--- src/rtl/config_write_arbiter.sv ---
// N-source arbiter for the eFPGA configuration write port: per-source FIFOs, fixed-priority or
// round-robin grant, per-bitstream ownership lock, and minimum spacing between output strobes.
module config_write_arbiter #(
  parameter int unsigned NUM_SOURCES  = 2,
  parameter int unsigned DATA_WIDTH   = 32,
  parameter int unsigned FIFO_DEPTH   = 4,
  parameter int unsigned STROBE_GAP   = 1,
  parameter int unsigned LOCK_TIMEOUT = 64,
  parameter int unsigned ARB_MODE     = 0,
  localparam int unsigned OwnerW      = (NUM_SOURCES > 1) ? $clog2(NUM_SOURCES) : 1
) (
  input  logic                              clk_system_i,
  input  logic                              reset_n_i,
  input  logic                              enable_i,
  input  logic [NUM_SOURCES*DATA_WIDTH-1:0] src_data_i,
  input  logic [NUM_SOURCES-1:0]            src_strobe_i,
  input  logic [NUM_SOURCES-1:0]            src_active_i,
  output logic [DATA_WIDTH-1:0]             efpga_write_data_o,
  output logic                              efpga_write_strobe_o,
  output logic [OwnerW-1:0]                 owner_o,
  output logic                              owner_valid_o,
  output logic [NUM_SOURCES-1:0]            overflow_o,
  output logic                              busy_o
);

  localparam int unsigned PtrW  = $clog2(FIFO_DEPTH);
  localparam int unsigned CntW  = PtrW + 1;
  localparam int unsigned IdleW = $clog2(LOCK_TIMEOUT + 1);

  typedef enum logic [0:0] {StIdle, StLocked} state_e;

  state_e                  state_q, state_d;
  logic [OwnerW-1:0]       owner_q, owner_d;
  logic [OwnerW-1:0]       rr_q, rr_d;
  logic [3:0]              gap_q, gap_d;
  logic [IdleW-1:0]        idle_q, idle_d;
  logic                    strobe_q;
  logic [DATA_WIDTH-1:0]   data_q;

  logic                    pop_en;
  logic [OwnerW-1:0]       pop_src;
  logic [OwnerW-1:0]       winner;
  logic [NUM_SOURCES-1:0]  nonempty;
  logic [DATA_WIDTH-1:0]   head [NUM_SOURCES];

  // Per-source FIFO; a full FIFO still accepts a push when it is popped in the same cycle.
  for (genvar k = 0; k < NUM_SOURCES; k++) begin : g_src
    logic [DATA_WIDTH-1:0] mem_q [FIFO_DEPTH];
    logic [PtrW-1:0]       wr_q, rd_q;
    logic [CntW-1:0]       cnt_q;
    logic                  ovf_q;
    logic                  full, pop_k, push_ok;

    assign full    = (cnt_q == CntW'(FIFO_DEPTH));
    assign pop_k   = pop_en && (pop_src == OwnerW'(k));
    assign push_ok = src_strobe_i[k] && (!full || pop_k);

    always_ff @(posedge clk_system_i) begin
      if (!reset_n_i) begin
        wr_q  <= '0;
        rd_q  <= '0;
        cnt_q <= '0;
        ovf_q <= 1'b0;
      end else begin
        if (push_ok) wr_q <= wr_q + PtrW'(1);
        if (pop_k)   rd_q <= rd_q + PtrW'(1);
        if (push_ok && !pop_k) begin
          cnt_q <= cnt_q + CntW'(1);
        end else if (!push_ok && pop_k) begin
          cnt_q <= cnt_q - CntW'(1);
        end
        if (src_strobe_i[k] && !push_ok) ovf_q <= 1'b1;
      end
    end

    always_ff @(posedge clk_system_i) begin
      if (push_ok) mem_q[wr_q] <= src_data_i[k*DATA_WIDTH +: DATA_WIDTH];
    end

    assign nonempty[k]   = (cnt_q != '0);
    assign head[k]       = mem_q[rd_q];
    assign overflow_o[k] = ovf_q;
  end

  // Winner selection: lowest non-empty index, or first non-empty at/after the rr pointer.
  always_comb begin
    int   idx;
    logic found;
    winner = '0;
    found  = 1'b0;
    idx    = 0;
    if (ARB_MODE == 0) begin
      for (int i = int'(NUM_SOURCES) - 1; i >= 0; i--) begin
        if (nonempty[i]) winner = OwnerW'(i);
      end
    end else begin
      for (int i = 0; i < int'(NUM_SOURCES); i++) begin
        idx = int'(rr_q) + i;
        if (idx >= int'(NUM_SOURCES)) idx = idx - int'(NUM_SOURCES);
        if (!found && nonempty[OwnerW'(idx)]) begin
          winner = OwnerW'(idx);
          found  = 1'b1;
        end
      end
    end
  end

  always_ff @(posedge clk_system_i) begin
    if (!reset_n_i) begin
      state_q <= StIdle;
      owner_q <= '0;
      rr_q    <= '0;
      gap_q   <= '0;
      idle_q  <= '0;
    end else begin
      state_q <= state_d;
      owner_q <= owner_d;
      rr_q    <= rr_d;
      gap_q   <= gap_d;
      idle_q  <= idle_d;
    end
  end

  // With enable low everything freezes; only the already-registered strobe completes.
  always_comb begin
    state_d = state_q;
    owner_d = owner_q;
    rr_d    = rr_q;
    gap_d   = gap_q;
    idle_d  = idle_q;
    pop_en  = 1'b0;
    pop_src = owner_q;
    if (enable_i) begin
      if (gap_q != 4'd0) gap_d = gap_q - 4'd1;
      unique case (state_q)
        StIdle: begin
          if (|nonempty) begin
            state_d = StLocked;
            owner_d = winner;
            pop_src = winner;
            idle_d  = '0;
            pop_en  = (gap_q == 4'd0);
          end
        end
        StLocked: begin
          if (nonempty[owner_q]) begin
            if (gap_q == 4'd0) begin
              pop_en = 1'b1;
              idle_d = '0;
            end
          end else if (!src_active_i[owner_q] || idle_q == IdleW'(LOCK_TIMEOUT)) begin
            state_d = StIdle;
            rr_d    = (owner_q == OwnerW'(NUM_SOURCES - 1)) ? '0 : owner_q + OwnerW'(1);
            idle_d  = '0;
          end else if (idle_q != IdleW'(LOCK_TIMEOUT)) begin
            idle_d = idle_q + IdleW'(1);
          end
        end
        default: state_d = StIdle;
      endcase
      if (pop_en) gap_d = 4'(STROBE_GAP);
    end
  end

  always_comb begin
    owner_valid_o = (state_q == StLocked);
    busy_o        = owner_valid_o || (|nonempty);
  end

  always_ff @(posedge clk_system_i) begin
    if (!reset_n_i) begin
      strobe_q <= 1'b0;
      data_q   <= '0;
    end else begin
      strobe_q <= pop_en;
      if (pop_en) data_q <= head[pop_src];
    end
  end

  assign efpga_write_data_o   = data_q;
  assign efpga_write_strobe_o = strobe_q;
  assign owner_o              = owner_q;

endmodule

--- config.mk ---
export PLATFORM = sky130hd
export DESIGN_NAME = config_write_arbiter
export DESIGN_NICKNAME = d
export VERILOG_FILES = /design/src/rtl/config_write_arbiter.sv
export SDC_FILE = /design/constraint.sdc
export NUM_CORES = 1
export LEC_CHECK = 0
export BUFFER_PORTS_ARGS = -buffer_cell sky130_fd_sc_hd__buf_4
export CORE_MARGIN = 1
export CORE_UTILIZATION = 47
export CTS_BUF_LIST = sky130_fd_sc_hd__clkbuf_4
export DETAILED_ROUTE_END_ITERATION = 8
export MAX_ROUTING_LAYER = met4
export PLACE_DENSITY = 0.76
export SYNTH_ARGS = -nofsm -noshare
export SYNTH_HDL_FRONTEND = slang
export SYNTH_SLANG_ARGS = --single-unit
--- constraint.sdc ---
create_clock -name clk_system_i -period 4.3 [get_ports clk_system_i]
set_input_delay 0.645 -clock clk_system_i [delete_from_list [all_inputs] [get_ports clk_system_i]]
set_output_delay 0.645 -clock clk_system_i [all_outputs]
set_load 0.01 [all_outputs]
## Yosys cells after proc, flatten, opt, wreduce, memory -nomap -nowiden

Memory sizes are Yosys's and may differ from the RTL's. A register that Yosys moved wholly into a read port is not among the register bits.
Index checks and enable logic that the tools add are counted.

| cells by class | value |
|---|---|
| add/sub/neg operators | 10 |
| $lt $le $gt $ge | 2 |
| equal/unequal tests | 7 |
| mux-type cells | 42 |
| bitwise gates (word level) | 3 |
| reductions and logical operators | 31 |

Operators by type and width:

| operator | count |
|---|---|
| 2-to-1 mux 32 bit | 3 |
| 2-to-1 mux 7 bit | 5 |
| 2-to-1 mux 1 bit | 21 |
| one-hot mux 7 bit (2 select lines) | 1 |
| 2-to-1 mux 3 bit | 4 |
| logical AND 1 bit | 10 |
| adder 2 x 1 -> 2 bit (second input constant) | 4 |
| 2-to-1 mux 2 bit | 4 |
| 2-to-1 mux 4 bit | 2 |
| adder 7 x 1 -> 7 bit (second input constant) | 1 |
| == test 7 bit (second input constant) | 1 |
| zero test 1 bit | 7 |
| inequality test 7 bit (second input constant) | 1 |
| adder 3 x 1 -> 3 bit (second input constant) | 2 |
| == test 3 bit (second input constant) | 2 |
| nonzero test 2 bit | 3 |
| nonzero test 3 bit | 2 |
| subtractor 3 x 1 -> 3 bit (second input constant) | 2 |
| zero test 4 bit | 1 |
| logical OR 1 bit | 4 |
| inequality test 4 x 1 -> 1 bit (second input constant) | 1 |
| one-hot mux 1 bit (2 select lines) | 2 |
| AND reduction 4 bit | 1 |
| nonzero test 4 bit | 1 |
| 9 further kinds | 10 |

| word-level totals | value |
|---|---|
| bits in registers | 62 |
| RAM bits | 256 |
| output and inout port bits | 38 |
| memories | 2 |

Memories:

| memory | depth | bits a word | read ports | clocked after memory_dff | wr ports | RTL line | source |
|---|---|---|---|---|---|---|---|
| g_src[0].mem_q | 4 | 32 | 1 | 1 | 1 | 48 | `logic [DATA_WIDTH-1:0] mem_q [FIFO_DEPTH];` |
| g_src[1].mem_q | 4 | 32 | 1 | 1 | 1 | 48 |  |

## Depth between registers and ports, before layout

| logic depth | value |
|---|---|
| depth in word-level cells | 14 |
| mapped depth | 11 |
| mapped depth without buffers | 11 |

## Worst setup path before layout

Ideal clock, no wire load.

| path | value |
|---|---|
| path kind | input -> register |
| start | input port enable_i |
| end | register g_src[0].cnt_q[2] |
| library setup time | 76 ps |
| data arrival time | 2503 ps |
| slack | 1721 ps |
| stages on the path | 9 |
| buffers on the path | 1 |
| path through | clkbuf_1 -> nand3_1 -> a21boi_2 -> ha_1 -> inv_1 -> fa_1 -> xor2_1 -> or3_1 -> a21boi_0 |

| between the ends | value |
|---|---|
| word-level cells in the longest chain between the ends | 8 |
| elaborated cells on any way between the ends | 12 |
| those cells by class | mux: 3; bitwise: 1; reduce/logical: 8 |

RTL lines:

| element | RTL line | source |
|---|---|---|
| from (decl) | 14 | `input logic enable_i,` |
| 2-to-1 mux 1 bit | -- |  |
| inverter 1 bit | 55 | `assign pop_k = pop_en && (pop_src == OwnerW'(k));` |
| logical AND 1 bit (*) | 55 |  |
| logical OR 1 bit (*) | 56 | `assign push_ok = src_strobe_i[k] && (!full \|\| pop_k);` |
| logical AND 1 bit (*) | 56 |  |
| net g_src[0].push_ok | 52 | `logic full, pop_k, push_ok;` |
| zero test 1 bit | 69 | `end else if (!push_ok && pop_k) begin` |
| logical AND 1 bit | 69 |  |
| nonzero test 2 bit (no line) | -- |  |
| to (signal assigned) | 68 | `cnt_q <= cnt_q + CntW'(1);` |
| to (signal assigned) | 70 | `cnt_q <= cnt_q - CntW'(1);` |
| to (decl) | 50 | `logic [CntW-1:0] cnt_q;` |

Mark *: on every way through the listed nets, which the timed path passes. The rest lies on a longest branch.
A chain may end at the register's enable or synchronous reset.

## Final worst setup path

| path | value |
|---|---|
| start | register gap_q[0] |
| end | register g_src[0].cnt_q[2] |

| between the ends | value |
|---|---|
| word-level cells in the longest chain between the ends | 12 |
| elaborated cells on any way between the ends | 16 |
| those cells by class | mux: 7; reduce/logical: 9 |

RTL lines:

| element | RTL line | source |
|---|---|---|
| from (decl) | 35 | `logic [3:0] gap_q, gap_d;` |
| from (signal assigned) | 119 | `gap_q <= gap_d;` |
| zero test 4 bit (*) | 142, 147 |  |
| 2-to-1 mux 1 bit | 147 | `if (gap_q == 4'd0) begin` |
| 2-to-1 mux 1 bit | 146 | `if (nonempty[owner_q]) begin` |
| one-hot mux 1 bit (2 select lines) (*) | 135 | `unique case (state_q)` |
| 2-to-1 mux 1 bit (*) (2 in series) | 133 | `if (enable_i) begin` |
| logical AND 1 bit (*) | 55 |  |
| logical OR 1 bit (*) | 56 |  |
| logical AND 1 bit (*) | 56 |  |
| net g_src[0].push_ok | 52 |  |
| zero test 1 bit | 69 |  |
| logical AND 1 bit | 69 |  |
| nonzero test 2 bit (no line) | -- |  |

Mark *: on every way through the listed nets, which the timed path passes. The rest lies on a longest branch. The select of a mux whose other input is x is not followed.

==> flow_summary.ini <==
[outcome]
status = finished, final reports clean

[route]
routed_wl_um = 25100
avgViaCountPerCell = 5.35
num_vias = 6953
dr.pass1.iters = 5
wire_per_inst_um = 19.3
drtIter0Drc = 472
postRouteAntennaNets = 0
drc = 0

[sta]
fin_tns_setup_ps = 0
rsz0062_at_grt = false
fin_hold_ws_ps = 127
maxSlewViolCount = 0
finalSetupViolations = 0
max-slew-margin-rel_pct = 35.2
period_share_pct = 66.5
skew_ps = 62.6
hold_viol_final = 0
tightest_slew_ps = 971
fmaxAchievable_ghz = 0.350
finalWorstPathRequiredPeriod_ps = 2860

[clock_tree]
root_buffer = clkbuf_4
postCtsResizedCells = 0
clockBufferDepth = 3
cts_buffers = 81
cts_sinks = 322
cts_tree = built
htreeDepth = 3
clk_pin_slew_ps = 70
cts_setup_buffers = 0
insertion_delay_ps = 710
cts_hold_buf = 0

[synthesis]
ys_ff_latch = 322
synth_flop_cell = edfxtp_1
syn-cell-area_mm2 = 0.0124
seq_area_frac_synth_pct = 72.4
synth_edf_count = 256
synthesis.nets = 812
syn_inst = 725
ys_warn_count = 0
avgSynthCellArea_um2 = 17.2
ys_types = 53
async_flop_share_pct = 0

[worst_setup_path]
worstPathArrival_ps = 3470
cp_max_fo = 7
critPathLaunchType = register
regToRegStartpoint = gap_q[0]$_SDFFE_PN0P_
reg2reg_depth = 11
required_ps = 4910
reg2reg_slack_ps = 1440
regToRegEndpoint = g_src[0].cnt_q[2]$_SDFFE_PN0P_
critPathCaptureType = register
worstSetupPathType = reg -> reg

[global_routing]
antenna_found_initial = 1
track_usage_pct = 19.7
grt_pass1_wl_um = 38100
grt_max_degree = 68
grt-ovfl-total = 0
first_global_vias = 7208

[floorplanning]
die_x_um = 165
core-area_mm2 = 0.0260
rows = 59
fp.dieH_um = 165
pin_count = 109
fp.dieArea_mm2 = 0.0271
start_util_pct = 47.9

[final_layout]
fin_cells = 1300
final_area_mm2 = 0.0147
n_fill_cell = 2043
layout-drive-gt1-share_pct = 34.8
seqCellArea_mm2 = 0.00901
syn_to_final_growth_pct = 18.0
fin_nets = 983
multi_input_comb_area_mm2 = 0.00321

[placement]
place_congestion = 0.895
portBuffers = 108
dp_hpwl_um = 16100
dp_cells = 1148
placed_area_mm2 = 0.0136

[power_and_ir_drop]
ir_drop_uv = 509
power.leakage_nw = 5.18
p_per_area_mw_per_mm2 = 611

[job]
cap_viol_max_count = 0

[worst_hold_path]
hold_path_class = in -> reg
whs_endpoint = g_src[1].mem_q[0][15]$_DFFE_PP_
min_delay_path_depth = 1
min_from = src_data_i[47]
[how the worst max path moves through the flow]
stage                           from                              to
2_1_floorplan               enable_i  g_src[0].cnt_q[2]$_SDFFE_PN0P_
3_3_place_gp                enable_i  g_src[0].cnt_q[2]$_SDFFE_PN0P_
3_5_place_dp                enable_i  g_src[0].cnt_q[2]$_SDFFE_PN0P_
4_1_cts        gap_q[0]$_SDFFE_PN0P_  g_src[0].cnt_q[2]$_SDFFE_PN0P_
5_1_grt        gap_q[0]$_SDFFE_PN0P_  g_src[0].cnt_q[2]$_SDFFE_PN0P_
6_report       gap_q[0]$_SDFFE_PN0P_  g_src[0].cnt_q[2]$_SDFFE_PN0P_
[per-layer routing]
layer / share of wire, % / vias to the layer above / track usage, %
li1: - / 3243 / -
met1: 39 / 3408 / 23.2
met2: 51 / 249 / 32.1
met3: 7.6 / 53 / 5.90
met4: 2.3 / 0 / 7.30
met5: 0 / - / -
[registers in the layout (all words and copies together), names as in the netlist, 2 cells and up, named ones only]
signal / cells
g_src.cnt_q: 6
gap_q: 4
g_src.mem_q: 256
g_src.wr_q: 4
idle_q: 7
g_src.rd_q: 4
g_src.ovf_q: 2
efpga_write_data_o: 32
[cell type report]
| type | count | share of cell area (%) |
|---|---|---|
| multi-input combinational | 352 | 21.9 |
| sequential | 322 | 61.3 |
| clock buffer | 120 | 6.13 |
| inverter | 13 | 0.332 |
| tap | 335 | 2.85 |
| clock inverter | 31 | 1.04 |
| timing repair buffer | 126 | 6.44 |
| antenna | 1 | 0.0170 |
[cells in the final DEF (no fill, tap or decap), types with 13 or more instances in the layout]
cell type,n
edfxtp_1,256
clkinv_1,21
o21ai_0,44
nand2_1,81
ha_1,14
a31oi_1,34
and2_1,18
mux4_2,64
clkbuf_4,120
dfxtp_1,64
buf_4,126
inv_1,13
[critical path, cell delays in order, from the launching register on]
cell and delay [ps]:
dfxtp_1 310, inv_1 90, ha_1 190, nor3b_1 410, nand3_1 180, a21boi_2 330
ha_1 240, inv_1 60, fa_1 370, xor2_1 170, or3_1 300, a21boi_0 160
[cells in the mapped netlist, drive strengths merged (3+ instances only)]
master / n / share of area (%)
and3: 3 / 0.15
nor2b: 8 / 0.40
edfxtp: 256 / 62
a21boi: 6 / 0.39
or3: 3 / 0.19
nand3: 6 / 0.28
dfxtp: 66 / 11
xor2: 5 / 0.35
nand2b: 3 / 0.15
mux4: 64 / 12
clkbuf: 21 / 0.63
buf: 17 / 0.88
a31oi: 34 / 1.7
mux2i: 8 / 0.64
xnor2: 5 / 0.35
ha: 14 / 1.4
o21ai: 45 / 1.8
nor3b: 3 / 0.22
nor3: 8 / 0.32
a21oi: 5 / 0.23
nor2: 9 / 0.27
and2: 18 / 0.90
nand2: 82 / 2.5
inv: 13 / 0.39
[per-stage QoR]
step / setup WS [ps] / util (%) / power [mW]
2_1_floorplan: 1720 / - / 5.66
3_3_place_gp: 1440 / 52.5 / 6.45
3_5_place_dp: 1410 / 52.5 / 6.53
4_1_cts: 1450 / 56.5 / 9.08
5_1_grt: 1150 / 56.5 / 9.47
6_report: 1440 / 56.5 / 8.98
[cell families (layout without fill, tap and decap cells)]
| group | Yosys count | count (layout) | share of synthesized area, % |
|---|---|---|---|
| buf+inv | 51 | 290 | 1.91 |
| flops | 322 | 322 | 72.4 |
| mux | 72 | 72 | 12.2 |
| compound gates | 96 | 96 | 4.59 |
| xor+xnor | 10 | 10 | 0.703 |
| fa+ha+maj | 16 | 16 | 1.73 |
| other cells | 0 | 1 | 0 |
| simple gates | 158 | 158 | 6.48 |
[where the power goes]
group | leakage, nW | internal, mW | switching, mW
Combinational | 1.66 | 0.987 | 1.24
Sequential | 2.89 | 3.89 | 0.333
Clock | 0.629 | 1.31 | 1.22
Total | 5.18 | 6.19 | 2.79
Note: power is estimated with default switching activity, not from simulation.
